--- src/rtl/counter_pkg.sv ---
// Shared constants and helpers for the parametrised up/down counter family.
package counter_pkg;

    localparam int   MODE_WRAP = 0;
    localparam int   MODE_SAT  = 1;
    localparam logic DIR_DOWN  = 1'b0;
    localparam logic DIR_UP    = 1'b1;

    // Limits a parallel-load value to the configured upper count limit.
    function automatic int unsigned clamp_load(input int unsigned val, input int unsigned max);
        return (val > max) ? max : val;
    endfunction

endpackage

--- src/rtl/updown_counter_param.sv ---
// Parametrised up/down counter: enable, sync clear/load, wrap or saturate at the
// limits, combinational limit flags and a registered terminal-count pulse.
module updown_counter_param
    import counter_pkg::*;
#(
    parameter int WIDTH    = 4,
    parameter int MAX_VAL  = 2**WIDTH - 1,
    parameter int SATURATE = MODE_WRAP,
    parameter int RST_VAL  = 0
) (
    input  logic             clk,
    input  logic             reset,
    input  logic             en,
    input  logic             dir,
    input  logic             clear,
    input  logic             load,
    input  logic [WIDTH-1:0] load_val,
    output logic [WIDTH-1:0] count,
    output logic             at_max,
    output logic             at_min,
    output logic             tc
);

    localparam logic [WIDTH:0]   MAX_X = (WIDTH+1)'(MAX_VAL);
    localparam logic [WIDTH-1:0] MAX_C = WIDTH'(MAX_VAL);
    localparam logic [WIDTH-1:0] RST_C = WIDTH'(RST_VAL);
    localparam bit               SAT   = (SATURATE == MODE_SAT);

    if (WIDTH < 2) begin : g_bad_width
        $error("updown_counter_param: WIDTH must be >= 2");
    end
    if (MAX_VAL < 1 || MAX_VAL > 2**WIDTH - 1) begin : g_bad_max
        $error("updown_counter_param: MAX_VAL out of range 1..2**WIDTH-1");
    end
    if (RST_VAL < 0 || RST_VAL > MAX_VAL) begin : g_bad_rst
        $error("updown_counter_param: RST_VAL out of range 0..MAX_VAL");
    end
    if (SATURATE != MODE_WRAP && SATURATE != MODE_SAT) begin : g_bad_mode
        $error("updown_counter_param: SATURATE must be 0 or 1");
    end

    // Value taken when a step crosses a limit: wrap to the opposite end, or hold.
    function automatic logic [WIDTH-1:0] limit_step(input logic [WIDTH-1:0] raw,
                                                     input logic             crossed,
                                                     input logic             up);
        if (!crossed)
            return raw;
        if (SAT)
            return up ? MAX_C : '0;
        return up ? '0 : MAX_C;
    endfunction

    logic [WIDTH:0]   cnt_x;
    logic [WIDTH:0]   inc_x;
    logic [WIDTH:0]   dec_x;
    logic             over;
    logic             under;
    logic [WIDTH-1:0] load_c;

    // One extra bit exposes the carry past MAX_VAL and the borrow below zero.
    assign cnt_x  = {1'b0, count};
    assign inc_x  = cnt_x + 1'b1;
    assign dec_x  = cnt_x - 1'b1;
    assign over   = (inc_x > MAX_X);
    assign under  = dec_x[WIDTH];
    assign load_c = WIDTH'(clamp_load(32'(load_val), 32'(MAX_VAL)));

    always_ff @(posedge clk or negedge reset) begin
        if (!reset) begin
            count <= RST_C;
            tc    <= 1'b0;
        end else if (clear) begin
            count <= RST_C;
            tc    <= 1'b0;
        end else if (load) begin
            count <= load_c;
            tc    <= 1'b0;
        end else if (en) begin
            if (dir == DIR_UP) begin
                count <= limit_step(inc_x[WIDTH-1:0], over, 1'b1);
                tc    <= over;
            end else begin
                count <= limit_step(dec_x[WIDTH-1:0], under, 1'b0);
                tc    <= under;
            end
        end else begin
            tc <= 1'b0;
        end
    end

    assign at_max = (count == MAX_C);
    assign at_min = (count == '0);

endmodule

--- config.mk ---
export PLATFORM = sky130hd
export DESIGN_NAME = updown_counter_param
export DESIGN_NICKNAME = d
export VERILOG_FILES = /design/src/rtl/counter_pkg.sv /design/src/rtl/updown_counter_param.sv
export SDC_FILE = /design/constraint.sdc
export NUM_CORES = 1
export LEC_CHECK = 0
export CAP_MARGIN = 15
export CORE_MARGIN = 10
export CORE_UTILIZATION = 25
export DETAILED_ROUTE_END_ITERATION = 10
export GPL_TIMING_DRIVEN = 0
export PLACE_DENSITY = 0.56
export SLEW_MARGIN = 20
export SYNTH_ARGS = -nofsm -noshare
export SYNTH_HDL_FRONTEND = slang
export SYNTH_SLANG_ARGS = --single-unit
--- constraint.sdc ---
create_clock -name clk -period 4.71 [get_ports clk]
set_input_delay 0.942 -clock clk [delete_from_list [all_inputs] [get_ports clk]]
set_output_delay 0.942 -clock clk [all_outputs]
set_load 0.005 [all_outputs]
Yosys cells after proc, flatten, opt, wreduce, memory -nomap -nowiden

Index checks and enable logic that the tools add are counted.

Flip-flop bits (word level): 5
Input bits: 10
Output and inout port bits: 7
Word-level logic and storage cells: 30

Add/subtract/negate cells: 2
Order comparisons: 1
Equality and inequality tests: 1
Multiplexer cells: 22
Reduce and logical (&&, ||, !) cells: 2

Operators by type and width:

| cell                  | count |
|---|---|
| $mux W4               | 8 |
| $mux W1               | 14 |
| $add A4 B1 Y5 const B | 1 |
| $gt A5 B4 Y1 const B  | 1 |
| $sub A4 B1 Y5 const B | 1 |
| $eq A4 B4 Y1 const B  | 1 |
| $logic_not A4 Y1      | 1 |
| $reduce_bool A3 Y1    | 1 |

Depth between registers and ports, before layout

Word-level depth: 12
Gate-level depth with buffers: 6
Gate-level depth less buffers: 6

Least setup slack after synthesis

OpenSTA, ideal clock, no wires.

Kind: register to register
From: register count[0]
To: register count[3]
Setup time: 0.095 ns
Arrival: 1.821 ns
Path slack: 2.793 ns
Stages on the path, launching flop included: 7
Period minus slack after synthesis: 1.917 ns
Path through: dfrtp_1 -> inv_1 -> ha_1 -> nor3b_1 -> maj3_2 -> a31o_1 -> o32ai_2

Longest elaborated chain between the ends: 12

RTL lines:

| item                     | RTL line                   | source |
|---|---|---|
| start: declaration       | updown_counter_param.sv:18 | `output logic [WIDTH-1:0] count,` |
| start signal: assignment | updown_counter_param.sv:76 | `count <= load_c;` |
| start signal: assignment | updown_counter_param.sv:80 | `count <= limit_step(inc_x[WIDTH-1:0], over, 1'b1);` |
| start signal: assignment | updown_counter_param.sv:83 | `count <= limit_step(dec_x[WIDTH-1:0], under, 1'b0);` |
| $add A4 B1 Y5            | updown_counter_param.sv:62 | `assign inc_x = cnt_x + 1'b1;` |
| $gt A5 B4 Y1             | updown_counter_param.sv:64 | `assign over = (inc_x > MAX_X);` |
| $mux W1                  | updown_counter_param.sv:46 | `if (!crossed)` |
| $mux W1                  | updown_counter_param.sv:79 | `if (dir == DIR_UP) begin` |
| $mux W1                  | updown_counter_param.sv:78 | `end else if (en) begin` |
| $mux W1                  | updown_counter_param.sv:75 | `end else if (load) begin` |
| $mux W1                  | updown_counter_param.sv:72 | `end else if (clear) begin` |
| $mux W4                  | updown_counter_param.sv:48 | `if (SAT)` |
| $mux W4 (*)              | updown_counter_param.sv:79 |  |
| $mux W4 (*)              | updown_counter_param.sv:78 |  |
| $mux W4 (*)              | updown_counter_param.sv:75 |  |
| $mux W4 (*)              | updown_counter_param.sv:72 |  |

Mark *: on every way between the ends. The rest lies on a longest branch, timed or not. The select of a mux whose other input is x is not followed.
A chain may end at the register's enable or synchronous reset.

Worst setup path in the final report

From: register count[2]
To: output at_min

Longest elaborated chain between the ends: 1

RTL lines:

| item             | RTL line                   | source |
|---|---|---|
| $logic_not A4 Y1 | updown_counter_param.sv:92 | `assign at_min = (count == '0);` |
| end: declaration | updown_counter_param.sv:20 | `output logic at_min,` |

No other way between the ends.

==> implementation parameters <==
Parameter                              Value

Timing
  Finish-stage setup viols    0
  Total count of max-transition violations in the final report    0
  Worst relative slew slack    roughly 72%
  Transition time of the tightest slew-check pin    between 0.4 and 0.5 ns
  Setup repair after global routing missed its margin    no
  Minimum period implied by the final worst setup slack    about 2.7 ns
  Final-report hold violation count    0
  Fin Setup TNS    0 ns
  Max Freq    about 370 MHz
  Final hold slack    0.720 ns
  Layout Skew    between 0.003 and 0.004 ns
  Portion of the clock cycle consumed by the worst path in the final layout    57.9%

Global route
  Total global-route track usage    between 7 and 8%
  First-pass GRT wire length    ~2600 um
  GR Overflow Total    0
  Vias in the first global route    between 500 and 600
  Largest net degree at the start of global routing    11
  Antenna violations before repair    0

Logic synthesis
  Most frequently used flop master after synthesis    sky130_fd_sc_hd__dfrtp_1
  Library cell occupying the most area in the post-synthesis netlist    sky130_fd_sc_hd__dfrtp_1
  Top cells by area, synth    sky130_fd_sc_hd__dfrtp_1 (24%), sky130_fd_sc_hd__ha_1 (9.7%), sky130_fd_sc_hd__nor2b_1 (4.9%)
  Number of synthesized flops with an enable pin    0
  Asr flop ratio synth    100%
  Fraction of synthesized cell area taken by the top area cell type    24.3%
  Fraction of the yosys area taken by sequential cells    between 20% and 30%
  Number of distinct library cell variants in the gate-level netlist after synthesis    31
  Average instance area after synthesis    about 8.0 um2
  Cell count after synthesis    between 60 and 70
  Synthesized net count    78
  Synthesis-stage register bit count    5
  Warnings from Yosys    0
  Mapped Area    a little over 500 um2

Floorplan
  Die width    around 65 um
  Number of rows created at floorplan    16
  Placeable core region    approximately 2000 um2
  Initial core utilization    a little over a quarter
  Die ar.    4270 um2
  Vertical extent of the die    around 65 um
  Ports placed on the boundary    17

Clock tree
  Clock latency on the worst-skew pair    0.24 ns
  Clock slew at the register clock pins of the worst setup and hold paths    roughly 0.04 ns
  # clock sinks    5
  Clock tree from TritonCTS    yes
  Cells resized by post-CTS repair    0
  Clock Tree Buf Depth    2
  Number of buffers created by CTS    3
  Number of hold buffers added after cts    0
  Post CTS Setup Buffer Count    0
  H-tree depth    1
  Library cell used as clock root buffer    sky130_fd_sc_hd__clkbuf_4

Layout
  Layout filler cell count    between 200 and 250
  Area added between synthesis and finish    38.9%
  Antenna cell count    0
  Fraction of layout instances using a drive strength above 1    7.32%
  Number of nets in the layout    97
  Most frequent cells in the layout    sky130_fd_sc_hd__clkdlybuf4s50_1 (14), sky130_fd_sc_hd__nor2_1 (6), sky130_fd_sc_hd__clkbuf_1 (5), sky130_fd_sc_hd__nand2_1 (5), sky130_fd_sc_hd__dfrtp_1 (5)
  Post-layout instance count excluding filler cells    109
  Most common cell after layout, fill and taps aside    sky130_fd_sc_hd__clkdlybuf4s50_1

Power and ir drop
  Combinational fraction of design power    37.6%
  Switching power share of the total    a little under a third
  Total net switching power    between 40 and 50 uW
  Total Power    159 uW
  Fraction of power consumed by sequential logic    between 30% and 40%
  Leakage power    0.278 nW
  Ratio of total power to cell area    222 nW/um2
  Max rail drop VDD    roughly 0.25 mV
  Clk pwr share    a little under a third
  Internal power    approximately 110 uW

Worst setup path
  Cells along the critical path    clkbuf_1 -> nor2_1 -> and2_1 -> clkdlybuf4s50_1
  Required time of the critical path    between 3 and 4 ns
  Setup crit start kind    register
  Category of the critical setup timing path    reg -> out
  Maximum cell stage delay along the critical path    0.49 ns
  FF-to-FF path depth    6
  Signal arrival time at the worst endpoint    between 1.5 and 2 ns
  Maximum fanout encountered on the critical timing path    10
  Slowest cell on the critical path    sky130_fd_sc_hd__clkdlybuf4s50_1
  Crit path capture type    output pin

Detailed routing
  Routed wire length    between 1000 and 1500 um
  Initial DRC count    7
  Routed len/inst    between 10 and 15 um
  Antenna-violating nets left    0
  First-pass iteration count of the detailed router    4
  Drt via density    roughly 4.8
  Count of unresolved DRC violations after routing    0
  Met3 wire length    between 100 and 150 um
  DRT met1 WL    about 720 um
  Highest signal layer in the routed design    met3
  Met2 wire length    about 600 um
  Vias    approximately 530

Status
  Run status    complete, no violations

Hold path
  Path class of the lowest-slack min-delay path    reg -> reg
  WHS Path Cells    1

Place
  Placed insts    105
  Global placement routability congestion    approximately 0.8
  Placed wire-length estimate    approximately 1100 um
  Buffers on Ports    14

Flow run
  Maximum Capacitance Violations    0
## power groups by stage
stage | combinational, mW | sequential [mW] | clock (mW)
floorplan | 0.0356 | 0.0506 | 0
global placement | 0.0594 | 0.0518 | 0
detailed placement | 0.0598 | 0.0516 | 0
CTS | 0.0601 | 0.0511 | 0.0507
global route | 0.0671 | 0.0520 | 0.0557
finish | 0.0597 | 0.0510 | 0.0481
## metrics by stage
step	instance area, um2	worst slack, ns	util, %
after CTS	714	1.99	36.4
final	714	1.98	36.4
after floorplan	514	2.79	-
after global routing	714	1.87	36.4
after global placement	688	2.14	35.1
after detailed placement	688	2.14	35.1
## layer usage
metal,GRT usage (%),vias to the layer above
met3,3.90,0
met4,1.60,0
met5,0,-
met1,9.01,236
met2,11.0,16
li1,-,273
## cell type report
type / count / area, um2 / area share (%)
Multi-Input combinational cell: 52 / 359 / 50.3
Timing Repair Buffer: 14 / 140 / 19.6
Sequential cell: 5 / 125 / 17.5
Tap cell: 27 / 33.8 / 4.73
Clock buffer: 4 / 26.3 / 3.68
Buffer: 5 / 22.5 / 3.15
Inverter: 2 / 7.51 / 1.05
## synth_stat cells, types with 2 or more instances
master,count
sky130_fd_sc_hd__nor2b_1,4
sky130_fd_sc_hd__a211oi_1,2
sky130_fd_sc_hd__nor3b_1,3
sky130_fd_sc_hd__o22ai_1,2
sky130_fd_sc_hd__o21ai_0,2
sky130_fd_sc_hd__nor2_1,6
sky130_fd_sc_hd__inv_1,2
sky130_fd_sc_hd__a21oi_1,4
sky130_fd_sc_hd__dfrtp_1,5
sky130_fd_sc_hd__nand2_1,5
sky130_fd_sc_hd__nand3b_1,2
sky130_fd_sc_hd__a31oi_1,2
sky130_fd_sc_hd__clkbuf_1,4
sky130_fd_sc_hd__ha_1,4
## sequential cells by signal (all words and copies together), names as in the netlist
signal / flops
count: 4
tc: 1
## worst max-delay path, delay by kind of cell (launching register included)
family | cells | cell delay (ns)
DFF | 1 | 0.40
and+or+nand+nor | 2 | 0.42
buffers and inverters | 2 | 0.72
## cells by family after synthesis
group | count (synthesis) | share of synthesized area (%)
AOI/OAI and AO/OA | 20 | 27.5
xor gates and xnor gates | 1 | 1.70
adders and majority gates | 5 | 11.9
buffers and inverters | 7 | 5.84
DFF | 5 | 24.3
and+or+nand+nor | 26 | 28.7
## path summary, 6_finish.rpt
check                         start  endpoint  slack (ns)
max reg2reg                count[0]  count[3]        2.55
max in group asynchronous     reset  count[1]        3.61
min reg2reg                count[0]  count[0]        0.72
min                        count[0]  count[0]        0.72
max                        count[2]    at_min        1.98
min in group asynchronous     reset  count[2]        0.92
No activity file was read; power rests on OpenSTA's default activity.
